File: src/rtl/obi_dbg_pkg.sv
// Shared types and helpers for the debug-module OBI plumbing.
package obi_dbg_pkg;

  typedef enum logic [1:0] {
    StIdle,
    StBusy,
    StDrain
  } bridge_state_e;

  // OBI handshake parity is the inverted signal.
  function automatic logic obi_par(input logic x);
    return ~x;
  endfunction

endpackage

File: src/rtl/obi_sba_timeout.sv
// Response watchdog: counts enabled cycles and pulses expire when the budget runs out.
module obi_sba_timeout #(
  parameter int unsigned TIMEOUT_CYCLES = 1023
) (
  input  logic clk_i,
  input  logic rst_i,
  input  logic en_i,
  output logic expire_o
);

  localparam int unsigned TW = (TIMEOUT_CYCLES > 1) ? $clog2(TIMEOUT_CYCLES) : 1;

  if (TIMEOUT_CYCLES == 0) begin : g_off
    logic unused_in;
    assign unused_in = ^{clk_i, rst_i, en_i};
    assign expire_o  = 1'b0;
  end else begin : g_on
    localparam logic [TW-1:0] Last = TW'(TIMEOUT_CYCLES - 1);

    logic [TW-1:0] timer_q, timer_d;
    logic          expire;

    // Expiry fires on the edge where the timer would reach TIMEOUT_CYCLES.
    always_comb begin
      expire  = en_i && (timer_q == Last);
      timer_d = (!en_i || expire) ? '0 : timer_q + TW'(1);
    end

    always_ff @(posedge clk_i) begin
      if (rst_i) begin
        timer_q <= '0;
      end else begin
        timer_q <= timer_d;
      end
    end

    assign expire_o = expire;
  end

endmodule

File: src/rtl/obi_sba_bridge.sv
// In-order OBI forwarder for the debug SBA port with depth limit, parity check and
// response timeout; timed-out transactions get a synthesised error and their late
// responses are drained.
module obi_sba_bridge
  import obi_dbg_pkg::*;
#(
  parameter int unsigned OBI_AW          = 32,
  parameter int unsigned OBI_DW          = 32,
  parameter int unsigned MAX_OUTSTANDING = 2,
  parameter int unsigned TIMEOUT_CYCLES  = 1023,
  parameter int unsigned PARITY_CHECK    = 1
) (
  input  logic                clk_i,
  input  logic                rst_i,
  input  logic                target_req_i,
  input  logic                target_we_i,
  input  logic [OBI_AW-1:0]   target_addr_i,
  input  logic [OBI_DW/8-1:0] target_be_i,
  input  logic [OBI_DW-1:0]   target_wdata_i,
  output logic                target_gnt_o,
  output logic                target_rvalid_o,
  output logic                target_err_o,
  output logic [OBI_DW-1:0]   target_rdata_o,
  output logic                initiator_req_o,
  output logic                initiator_reqpar_o,
  output logic [OBI_AW-1:0]   initiator_addr_o,
  output logic                initiator_we_o,
  output logic [OBI_DW/8-1:0] initiator_be_o,
  output logic [OBI_DW-1:0]   initiator_wdata_o,
  input  logic                initiator_gnt_i,
  input  logic                initiator_gntpar_i,
  input  logic                initiator_rvalid_i,
  input  logic                initiator_rvalidpar_i,
  input  logic                initiator_err_i,
  input  logic [OBI_DW-1:0]   initiator_rdata_i,
  input  logic                clear_i,
  output logic                timeout_o,
  output logic                parity_err_o,
  output logic                busy_o
);

  localparam int unsigned    CW     = $clog2(MAX_OUTSTANDING + 1);
  localparam logic [CW:0]    MaxOut = MAX_OUTSTANDING[CW:0];

  bridge_state_e state_q, state_d;
  logic [CW-1:0] o_cnt_q, o_cnt_d, d_cnt_q, d_cnt_d;
  logic          synth_q, timeout_q, timeout_d, par_err_q, par_err_d;
  logic [CW:0]   inflight;
  logic          can_issue, accept, fwd, drain_rsp, timer_en, expire, par_bad;

  assign inflight  = {1'b0, o_cnt_q} + {1'b0, d_cnt_q};
  assign can_issue = (state_q != StDrain) && (inflight < MaxOut);
  assign accept    = target_req_i & target_gnt_o;
  // Responses owed to timed-out transactions are the oldest, so they are eaten first.
  assign drain_rsp = initiator_rvalid_i & (d_cnt_q != '0);
  assign fwd       = initiator_rvalid_i & (d_cnt_q == '0);
  assign timer_en  = (o_cnt_q != '0) & ~fwd;

  obi_sba_timeout #(
    .TIMEOUT_CYCLES(TIMEOUT_CYCLES)
  ) u_timeout (
    .clk_i   (clk_i),
    .rst_i   (rst_i),
    .en_i    (timer_en),
    .expire_o(expire)
  );

  assign par_bad = (PARITY_CHECK != 0) &&
                   ((initiator_gntpar_i != obi_par(initiator_gnt_i)) ||
                    (initiator_rvalidpar_i != obi_par(initiator_rvalid_i)));

  always_comb begin
    o_cnt_d = o_cnt_q;
    d_cnt_d = d_cnt_q;
    if (accept) o_cnt_d = o_cnt_d + CW'(1);
    // Guard against stray responses after a mid-operation reset.
    if (fwd && (o_cnt_q != '0)) o_cnt_d = o_cnt_d - CW'(1);
    if (expire) begin
      o_cnt_d = o_cnt_d - CW'(1);
      d_cnt_d = d_cnt_d + CW'(1);
    end
    if (drain_rsp) d_cnt_d = d_cnt_d - CW'(1);

    timeout_d = (timeout_q & ~clear_i) | expire;
    par_err_d = (par_err_q & ~clear_i) | par_bad;

    state_d = state_q;
    unique case (state_q)
      StIdle:  if (accept) state_d = StBusy;
      StBusy: begin
        if (expire) state_d = StDrain;
        else if ((o_cnt_d == '0) && (d_cnt_d == '0)) state_d = StIdle;
      end
      StDrain: if (d_cnt_d == '0) state_d = (o_cnt_d == '0) ? StIdle : StBusy;
      default: state_d = StIdle;
    endcase
  end

  always_ff @(posedge clk_i) begin
    if (rst_i) begin
      state_q   <= StIdle;
      o_cnt_q   <= '0;
      d_cnt_q   <= '0;
      synth_q   <= 1'b0;
      timeout_q <= 1'b0;
      par_err_q <= 1'b0;
    end else begin
      state_q   <= state_d;
      o_cnt_q   <= o_cnt_d;
      d_cnt_q   <= d_cnt_d;
      synth_q   <= expire;
      timeout_q <= timeout_d;
      par_err_q <= par_err_d;
    end
  end

  assign initiator_req_o    = target_req_i & can_issue;
  assign initiator_reqpar_o = obi_par(initiator_req_o);
  assign initiator_addr_o   = target_addr_i;
  assign initiator_we_o     = target_we_i;
  assign initiator_be_o     = target_be_i;
  assign initiator_wdata_o  = target_wdata_i;
  assign target_gnt_o       = initiator_gnt_i & can_issue;

  // synth_q implies d_cnt > 0, so it never overlaps a forwarded response.
  assign target_rvalid_o = synth_q | fwd;
  assign target_err_o    = synth_q | (fwd & initiator_err_i);
  assign target_rdata_o  = fwd ? initiator_rdata_i : '0;

  assign timeout_o    = timeout_q;
  assign parity_err_o = par_err_q;
  assign busy_o       = (state_q != StIdle);

endmodule

File: config.mk
export PLATFORM = sky130hd
export DESIGN_NAME = obi_sba_bridge
export DESIGN_NICKNAME = d
export VERILOG_FILES = /design/src/rtl/obi_dbg_pkg.sv /design/src/rtl/obi_sba_timeout.sv /design/src/rtl/obi_sba_bridge.sv
export SDC_FILE = /design/constraint.sdc
export NUM_CORES = 1
export LEC_CHECK = 0
export CAP_MARGIN = 20
export CELL_PAD_IN_SITES_DETAIL_PLACEMENT = 0
export CELL_PAD_IN_SITES_GLOBAL_PLACEMENT = 1
export CORE_MARGIN = 8
export CORE_UTILIZATION = 16
export CTS_BUF_LIST = sky130_fd_sc_hd__clkbuf_16
export DETAILED_ROUTE_END_ITERATION = 12
export PLACE_DENSITY = 0.82
export SLEW_MARGIN = 20
export SYNTH_ARGS = -nofsm -noshare
export SYNTH_HDL_FRONTEND = slang
export SYNTH_SLANG_ARGS = --single-unit
File: constraint.sdc
create_clock -name clk_i -period 2.6 [get_ports clk_i]
set_input_delay 0.65 -clock clk_i [delete_from_list [all_inputs] [get_ports clk_i]]
set_output_delay 0.65 -clock clk_i [all_outputs]
set_load 0.02 [all_outputs]
==> reports/qor.txt <==
Routed Antenna Nets - 0
H-tree depth - 1
CTS buffer count - 3
DIE HEIGHT - 123 um
Post-layout nets - 364
ANT cells - 0
Maximum VDD drop - 251 uV
Rows - 39
Clock Latency Late Sink - 250 ps
Grt ovf - 0
Dpl hpwl - 4020 um
Top FF cell, synth - dfxtp_1
RePlAce Congestion - 0.765
Required time at the worst-slack endpoint - 1950 ps
Root Buffer - clkbuf_16
Relative slew slack - 0.717
Leakage power - 1.11 nW
Outcome - finished clean
Post-cts hold buffer count - 0
PortBufs - 80
Clock transition at the registers of the reported paths - 60 ps
Power per cell area - 566 nW/um^2
Max-cap violations - 0
Tightest Pin Transition - 423 ps
# DRC - 0
Syn nets - 345
Core Area - 11300 um^2
CP Class - in -> out
Detailed-router iteration count before antenna repair - 4
Final TNS setup - 0 ps
Total track usage - 0.0572
Setup violators final - 0
First-pass GRT wire length - 6910 um
Syn avg cell area - 7.90 um^2
Initial Utilization - 0.161
Filler instances - 1211
Die width - 123 um
Die ar. - 15000 um^2
Yosys warns - 0
Sequential area share after synthesis - 0.209
Fraction of layout cells with a size suffix above 1 - 0.109
Crit-path max FO - 35
Yosys cell types - 40
Syn Inst Count - 230
Post-CTS Setup Bufs - 0
Placed cell count - 387
RSZ-0062 raised after global routing - no
Startpoint types - primary input
Worst Skew - 3.03 ps
Vias/cell - 3.88
CTS sink count - 19
Initial DRC Count - 31
Mapped Area - 1820 um^2
Fin. Hold Viols - 0
Fmax achieved - 0.400 GHz
Via count - 1516
CTS tree - built
Post-synth EDFFs - 0
Routed Wire Length - 4780 um
Critical path capture point type - primary output
Asr flop ratio synth - 0
WL/cell - 12.2 um
Clock buffer depth - 2
Pin count of the biggest net entering global routing - 36
Register bit total from synthesis - 19
Final std cells w/o fill - 391
Area growth from synthesis to layout - 32.4%
Vias in the first global route - 1431
I/O pins - 219
Final Slew Violations - 0
Crit share post-route - 0.962
Crit path DAT - 1850 ps
Final Critical Period - 2500 ps
Util after Layout - 0.213
Initial antenna violation count - 0
Min-delay worst type - reg -> reg
## cell families (layout without fill, tap and decap cells)
group | count (synthesis) | count (layout) | synth area share
and+or+nand+nor | 88 | 88 | 0.284
buffers and inverters | 84 | 102 | 0.317
DFF | 19 | 19 | 0.209
xor gates and xnor gates | 17 | 17 | 0.0820
AOI/OAI and AO/OA | 15 | 15 | 0.0578
adders and majority gates | 5 | 5 | 0.0386
muxes | 2 | 2 | 0.0110
## registers in the layout (all words and copies together), names as in the netlist
signal and flops:
d_cnt_q 2, synth_q 1, timeout_o 1, state_q 2
u_timeout.g_on.timer_q 10, o_cnt_q 2, parity_err_o 1
## through the flow
stage	instance area (um^2)	setup WS (ps)	hold WS [ps]	power [W]
after global placement	2360	-176	443	0.00108
after floorplan	1820	325	453	0.000919
after detailed placement	2360	-201	467	0.00110
after global routing	2410	12.5	512	0.00145
final	2410	98.7	475	0.00136
after CTS	2400	11.7	483	0.00138
## path summary, 6_finish.rpt
kind / from / endpoint / slack [ps] / cells after the start
min: timeout_o / timeout_o / 470 / 1
min reg2reg: timeout_o / timeout_o / 470 / 1
max: initiator_rvalid_i / target_rdata_o[4] / 100 / 4
max reg2reg: d_cnt_q[0] / state_q[0] / 360 / 8
## synth_stat cells (all sizes together), types with 4 or more instances
| cell type | number | area (um^2) |
|---|---|---|
| and2 | 4 | 25.0 |
| and3 | 35 | 219 |
| buf | 71 | 528 |
| clkbuf | 7 | 26.3 |
| dfxtp | 19 | 380 |
| ha | 4 | 50.1 |
| inv | 6 | 22.5 |
| nand2 | 9 | 33.8 |
| nor2 | 16 | 60.1 |
| nor3 | 5 | 25.0 |
| xnor2 | 9 | 78.8 |
| xor2 | 8 | 70.1 |
## worst max-delay path: stages
cell             delay (ps)
clkdlybuf4s50_1         510
buf_12                  170
and3_1                  170
dlygate4sd2_1           340
## repair_timing
item / in CTS / in global routing
gates resized for setup: 42 / 2
pin swaps: 0 / 1
setup endpoints to repair: 37 / 3
## where the power goes
part	internal, W	total (W)	switching, W
Clock	0.000208	0.000327	0.000119
Sequential	0.000317	0.000346	0.0000285
Combinational	0.000342	0.000689	0.000347
Total	0.000867	0.00136	0.000495
## layout by cell type, fill, tap and decap left out, types with 2 or more instances in the layout
cell type / n
clkdlybuf4s50_1: 43
and3_1: 35
dlygate4sd2_1: 34
dfxtp_1: 18
nor2_1: 16
buf_4: 10
nand2_1: 9
xnor2_1: 9
xor2_1: 8
inv_1: 6
and2_1: 4
nor3_1: 4
ha_1: 4
a21oi_1: 3
nand3_1: 3
clkbuf_16: 3
nor2b_2: 2
a21o_1: 2
a31oi_1: 2
mux2i_1: 2
or3_1: 2
a211oi_1: 2
clkdlybuf4s15_2: 2
buf_12: 2
## layout make-up
type	instances	area, um^2	share of cell area
Timing Repair Buffer	92	876	0.364
Multi-Input combinational cell	127	865	0.359
Sequential cell	19	382	0.159
Tap cell	143	179	0.0744
Clock buffer	3	75.1	0.0312
Inverter	6	22.5	0.00936
Clock inverter	1	7.51	0.00312
## layer usage
metal	wire length (um)	global-route usage	part of all wire	vias up
li1	-	-	-	738
met1	1770	0.0557	0.37	672
met2	2180	0.0994	0.46	83
met3	635	0.0253	0.13	23
met4	194	0.0335	0.041	0
met5	0	0	0	-
(Power assumes the default switching activity.)
